--- src/rtl/button_event_classifier.sv ---
// Turns the debounced button level and press pulse into one-cycle UI events.
// Events are short press, double click, long press and auto-repeat while held.
module button_event_classifier #(
  parameter int LONG_CYCLES   = 13_500_000,
  parameter int DCLICK_CYCLES = 6_750_000,
  parameter int REPEAT_CYCLES = 2_700_000,
  parameter bit REPEAT_EN     = 1'b1
) (
  input  logic clk,
  input  logic rst,
  input  logic btn_level,
  input  logic btn_pulse,
  output logic evt_short,
  output logic evt_double,
  output logic evt_long,
  output logic evt_repeat,
  output logic busy
);

  localparam int MAX_LD     = (LONG_CYCLES > DCLICK_CYCLES) ? LONG_CYCLES : DCLICK_CYCLES;
  localparam int MAX_CYCLES = (MAX_LD > REPEAT_CYCLES) ? MAX_LD : REPEAT_CYCLES;
  localparam int CW         = $clog2(MAX_CYCLES);

  localparam logic [CW-1:0] LONG_LAST   = CW'(LONG_CYCLES - 1);
  localparam logic [CW-1:0] DCLICK_LAST = CW'(DCLICK_CYCLES - 1);
  localparam logic [CW-1:0] REPEAT_LAST = CW'(REPEAT_CYCLES - 1);

  typedef enum logic [2:0] {
    S_IDLE,
    S_PRESS1,
    S_WAIT2,
    S_WAIT_REL,
    S_HELD
  } state_t;

  state_t        r_state, w_state_next;
  logic [CW-1:0] r_cnt, w_cnt_next;
  logic          r_short, r_double, r_long, r_repeat;
  logic          w_short_next, w_double_next, w_long_next, w_repeat_next;

  always_ff @(posedge clk) begin
    if (rst) begin
      r_state  <= S_IDLE;
      r_cnt    <= '0;
      r_short  <= 1'b0;
      r_double <= 1'b0;
      r_long   <= 1'b0;
      r_repeat <= 1'b0;
    end else begin
      r_state  <= w_state_next;
      r_cnt    <= w_cnt_next;
      r_short  <= w_short_next;
      r_double <= w_double_next;
      r_long   <= w_long_next;
      r_repeat <= w_repeat_next;
    end
  end

  // Every state change clears the counter; terminal counts end a phase, so it never wraps.
  always_comb begin
    w_state_next  = r_state;
    w_cnt_next    = r_cnt;
    w_short_next  = 1'b0;
    w_double_next = 1'b0;
    w_long_next   = 1'b0;
    w_repeat_next = 1'b0;
    case (r_state)
      S_IDLE: begin
        w_cnt_next = '0;
        if (btn_pulse) begin
          w_state_next = S_PRESS1;
        end
      end
      S_PRESS1: begin
        if (!btn_level) begin
          w_state_next = S_WAIT2;
          w_cnt_next   = '0;
        end else if (r_cnt == LONG_LAST) begin
          w_state_next = S_HELD;
          w_cnt_next   = '0;
          w_long_next  = 1'b1;
        end else begin
          w_cnt_next = r_cnt + 1'b1;
        end
      end
      S_WAIT2: begin
        // A re-press on the timeout edge still counts as a double click.
        if (btn_pulse) begin
          w_state_next  = S_WAIT_REL;
          w_cnt_next    = '0;
          w_double_next = 1'b1;
        end else if (r_cnt == DCLICK_LAST) begin
          w_state_next = S_IDLE;
          w_cnt_next   = '0;
          w_short_next = 1'b1;
        end else begin
          w_cnt_next = r_cnt + 1'b1;
        end
      end
      S_WAIT_REL: begin
        w_cnt_next = '0;
        if (!btn_level) begin
          w_state_next = S_IDLE;
        end
      end
      S_HELD: begin
        if (!btn_level) begin
          w_state_next = S_IDLE;
          w_cnt_next   = '0;
        end else if (REPEAT_EN) begin
          if (r_cnt == REPEAT_LAST) begin
            w_cnt_next    = '0;
            w_repeat_next = 1'b1;
          end else begin
            w_cnt_next = r_cnt + 1'b1;
          end
        end
      end
      default: begin
        w_state_next = S_IDLE;
        w_cnt_next   = '0;
      end
    endcase
  end

  assign evt_short  = r_short;
  assign evt_double = r_double;
  assign evt_long   = r_long;
  assign evt_repeat = r_repeat;
  assign busy       = (r_state != S_IDLE);

endmodule

--- config.mk ---
export PLATFORM = sky130hd
export DESIGN_NAME = button_event_classifier
export DESIGN_NICKNAME = d
export VERILOG_FILES = /design/src/rtl/button_event_classifier.sv
export SDC_FILE = /design/constraint.sdc
export NUM_CORES = 1
export LEC_CHECK = 0
export ABC_AREA = 1
export CORE_UTILIZATION = 38
export DETAILED_ROUTE_END_ITERATION = 16
export PLACE_DENSITY = 0.64
export SKIP_CTS_REPAIR_TIMING = 1
export SLEW_MARGIN = 30
export SYNTH_ARGS = -nofsm -noshare
export SYNTH_HDL_FRONTEND = slang
export SYNTH_SLANG_ARGS = --single-unit
--- constraint.sdc ---
create_clock -name clk -period 3.6 [get_ports clk]
set_input_delay 0.36 -clock clk [delete_from_list [all_inputs] [get_ports clk]]
set_output_delay 0.36 -clock clk [all_outputs]
set_load 0.1 [all_outputs]
# [Word-level counts from Yosys, hierarchy flattened]
# Index checks and enable logic that the tools add are counted.
[op_classes] addsub=1 n_eq_ne=11 mux=18 bitwise=4 reduce_logical=8
[ops] op="2-to-1 mux 24 bit" count=6
[ops] op="case mux 24 bit (3 select lines)" count=1
[ops] op="adder 24 x 1 -> 24 bit, second input constant" count=1
[ops] op="== test 24 x 22 -> 1 bit, second input constant" count=1
[ops] op="== test 24 x 23 -> 1 bit, second input constant" count=1
[ops] op="== test 24 bit, second input constant" count=1
[ops] op="2-to-1 mux 3 bit" count=6
[ops] op="case mux 3 bit (4 select lines)" count=1
[ops] op="OR reduction 3 bit" count=3
[ops] op="== test 3 x 2 -> 1 bit, second input constant" count=2
[ops] op="!= test 3 bit, second input constant" count=2
[ops] op="2-to-1 mux 1 bit" count=4
[ops] op="!= test 2 bit, second input constant" count=2
[ops] op="inverter 1 bit" count=4
[ops] op="AND reduction 4 bit" count=1
[ops] op="OR reduction 2 bit" count=2
[ops] op="== test 3 x 1 -> 1 bit, second input constant" count=1
[ops] op="== test 3 bit, second input constant" count=1
[ops] op="zero test 3 bit" count=1
[ops] op="nonzero test 3 bit" count=1
[totals] register_bits=31 input_bits=4 output_inout_bits=5 elab_cells=48

# [Longest topological paths before layout]
[logic_depth] word_depth=4 mapped_depth=10 depth_no_buf=10

# [Least setup slack after synthesis]
# No wires, ideal clock.
[synth_timing] path_type="flip-flop to flip-flop" from="reg r_state[1]" to="reg r_state[1]" setup_ns=0.064 t_arrival_ns=1.680 t_required_ns=3.536 slack_ns=1.856 path_stages_with_launch=9 synth_period_minus_slack_ns=1.744 path_cell_list="dfxtp_1 -> inv_1 -> nand2_1 -> nor2_1 -> nor2_1 -> nand3_1 -> nand2_1 -> inv_1 -> nor2_1"
[synth_between] elab_chain_len=4 word_cells_on_any_way=12
[synth_lines] item="start, declared" line_no="36" text="state_t r_state, w_state_next;"
[synth_lines] item="start signal, assigned" line_no="50" text="r_state <= w_state_next;"
[synth_lines] item="== test 3 bit or == test 3 x 2 -> 1 bit (tied branches)" line_no="67" text="case (r_state)"
[synth_lines] item="OR reduction 2 bit (no source line)"
[synth_lines] item="!= test 2 bit (no source line)"
[synth_lines] item="AND reduction 4 bit (no source line)"
# Parallel ways exist; a longest one is shown, timed or not.
# A chain may end at the register's enable or synchronous reset.

# [Final worst setup path]
[layout_timing] from="reg r_state[1]" to="out busy"
[layout_between] elab_chain_len=1
[layout_lines] item="nonzero test 3 bit" line_no="130" text="assign busy = (r_state != S_IDLE);"
[layout_lines] item="end, declared" line_no="17" text="output logic busy"
# No other way between the ends.

==> out/results.tsv <==
stage	metric	value	unit
detailed_routing	drt_iter0_drc	69	
critical_path	arrival	2010	ps
synth	syn_inst	264	
critical_path	worst_ep_required_time	3240	ps
global_route	grt.overflow.total	0	
clock_network	clkLatencyLatePin	280	ps
critical_path	cpMaxStageDelayCell	clkdlybuf4s50_1	
detailed_routing	via_per_inst	4.78	
synth	synth_seq_cells	31	
detailed_routing	wl_met3	125	um
placed_design	routabilityCongestion	0.912	
timing	slew-limit-headroom	35.6	%
synth	synth_ff_type	dfxtp_1	
timing	tightest_slew	964	ps
clock_network	h-tree-depth	2	
timing	rsz0062_at_grt	false	
global_route	grt_pass1_vias	1389	
synth	yosysTopAreaCellShare	35.1	%
timing	clock_skew	3.40	ps
timing	fin_setup_tns	0	ps
floorplanning	die-height	70.3	um
synth	synthTopCellsByCount	nand2_1 (53), nor2_1 (44), inv_1 (41)	
power_and_ir_drop	p_per_area	465	nW/um^2
floorplanning	dieArea	4940	um^2
cells_and_area	antenna_cells	0	
cells_and_area	final_nets	283	
power_and_ir_drop	power	0.929	mW
timing	timing.hold.ws	472	ps
synth	yosys_warnings	0	
synth	yosysMostFrequentCell	nand2_1	
min_path	min-delay-path-class	flip-flop to flip-flop	
floorplanning	coreArea	4410	um^2
global_route	antenna_found_initial	0	
clock_network	clk_pin_slew	60	ps
synth	synthesis.area_per_instance	6.71	um^2
critical_path	crit_fanout	5	
timing	finalSetupViolCount	0	
placed_design	port_buffers	8	
timing	fmax	0.421	GHz
floorplanning	rows	24	
critical_path	end_kind	output port	
clock_network	clock-sinks	31	
floorplanning	die_x	70.3	um
critical_path	max_stage_delay	1130	ps
cells_and_area	fin_util	45.2	%
cells_and_area	areaGrowthSynthToFinish	12.7	%
synth	synth_area_leaders	dfxtp_1 (35%), nand2_1 (11%), nor2_1 (9.3%)	
timing	fin_crit_sh	66.0	%
synth	synth_edf_count	0	
synth	ys_types	24	
critical_path	crit_chain	inv_1 -> nand2_1 -> clkdlybuf4s50_1	
synth	yosysSeqAreaShare	35.1	%
floorplanning	io_pins	9	
synth	synthArstFlopShare	0	%
power_and_ir_drop	leakage	0.838	nW
global_route	grt_max_degree	17	
detailed_routing	drc	0	
cells_and_area	drive_gt1_share	12.2	%
detailed_routing	wl	3.72	mm
status	outcome	finished clean	
clock_network	cts_buffer_depth	2	
floorplanning	initial_core_util	40.1	%
global_route	grt_pass1_wl	6.42	mm
critical_path	rrSetupSlack	1680	ps
clock_network	cts_buffers	5	
detailed_routing	wl_per_cell	11.2	um
synth	syn-cell-area	1770	um^2
clock_network	cts.root.buffer_cell	clkbuf_8	
synth	synth_top_area_cell	dfxtp_1	
detailed_routing	ant_nets	0	
timing	slew_viol_final	0	
timing	fin_ws	1230	ps
clock_network	cts_tree	yes	
critical_path	cp-start-kind	flip-flop	
synth	synth_fp_nets	269	
flow_run	maxCapViolCount	0	
detailed_routing	wl_met2	1.55	mm
timing	hold_viol	0	
global_route	track_usage	16.7	%
detailed_routing	met1_length	1.96	mm
detailed_routing	vias	1582	
critical_path	path_class	flip-flop to output port	
critical_path	cp_top_family	buffers and inverters	
placed_design	hpwl	2.78	mm
power_and_ir_drop	vdd_drop_max	0.180	mV
detailed_routing	top_layer	met4	
critical_path	critPathBufInv	2	
timing	period_minus_slack	2370	ps
detailed_routing	firstDrtPassIters	4	
placed_design	post-place-ws	1540	ps
-- metal layers --
layer | vias up | global-route usage, %
li1 | 851 | -
met3 | 8 | 3.61
met4 | 0 | 8.67
met2 | 22 | 22.5
met1 | 701 | 24.4
met5 | - | 0
-- worst register-to-register path: stages (launching register included) --
cell and delay, ps:
dfxtp_1 390, ha_1 330, nand3_2 160, nor2_2 150, nand3_1 150, nand2_2 150, nand3_4 150, nand2_4 250
nor2_1 80
-- cells in the final DEF, fill, tap and decap left out, types with 6 or more instances in the layout --
master           synthesis  final
clkbuf_8                 0      7
clkdlybuf4s50_1          0      8
dfxtp_1                 31     31
inv_1                   41     41
nand2_1                 53     53
nand3_1                 24     24
nand4_1                  6      6
nor2_1                  44     44
nor2_2                  12     12
nor3_1                   7      7
o21ai_0                  6      6
xor2_1                   9      9
-- registers in the layout, indices dropped and copies added (netlist names) --
signal,cells
r_cnt,24
evt_short,1
evt_double,1
evt_long,1
r_state,3
evt_repeat,1
-- kinds of logic after synthesis --
logic type	share of synthesized area [%]
adder cells (fa/ha/maj)	0.707
AND/OR/NAND/NOR	43.5
flip-flops	35.1
buffers and inverters	10.2
XOR/XNOR	5.94
AO/OA/AOI/OAI	4.59
-- where the power goes --
part	leakage [nW]	internal, mW	switching, mW	total, mW
combinational	0.536	0.0660	0.193	0.259
clock	0.0515	0.174	0.127	0.301
sequential	0.250	0.357	0.0119	0.369
total	0.838	0.597	0.332	0.929
-- path summary, 6_finish.rpt --
path                                 start         to  cells after the start
worst max-delay path            r_state[1]       busy                      3
worst min-delay path              r_cnt[0]   r_cnt[0]                      1
worst max register to register    r_cnt[0]  r_cnt[17]                      8
worst min register to register    r_cnt[0]   r_cnt[0]                      1
-- cell type report --
class | instances | area, um^2
fill | 486 | 2420
timing repair buffer | 8 | 80.1
sequential | 31 | 621
inverter | 43 | 161
tap | 52 | 65.1
clock buffer | 8 | 100
multi-input combinational | 189 | 968
-- metrics by stage --
step,area (um^2),instances
3_3_place_gp,1900,323
3_5_place_dp,1900,323
4_1_cts,2000,331
2_1_floorplan,1770,264
5_1_grt,2000,331
6_report,2000,331
(Power assumes the default switching activity.)
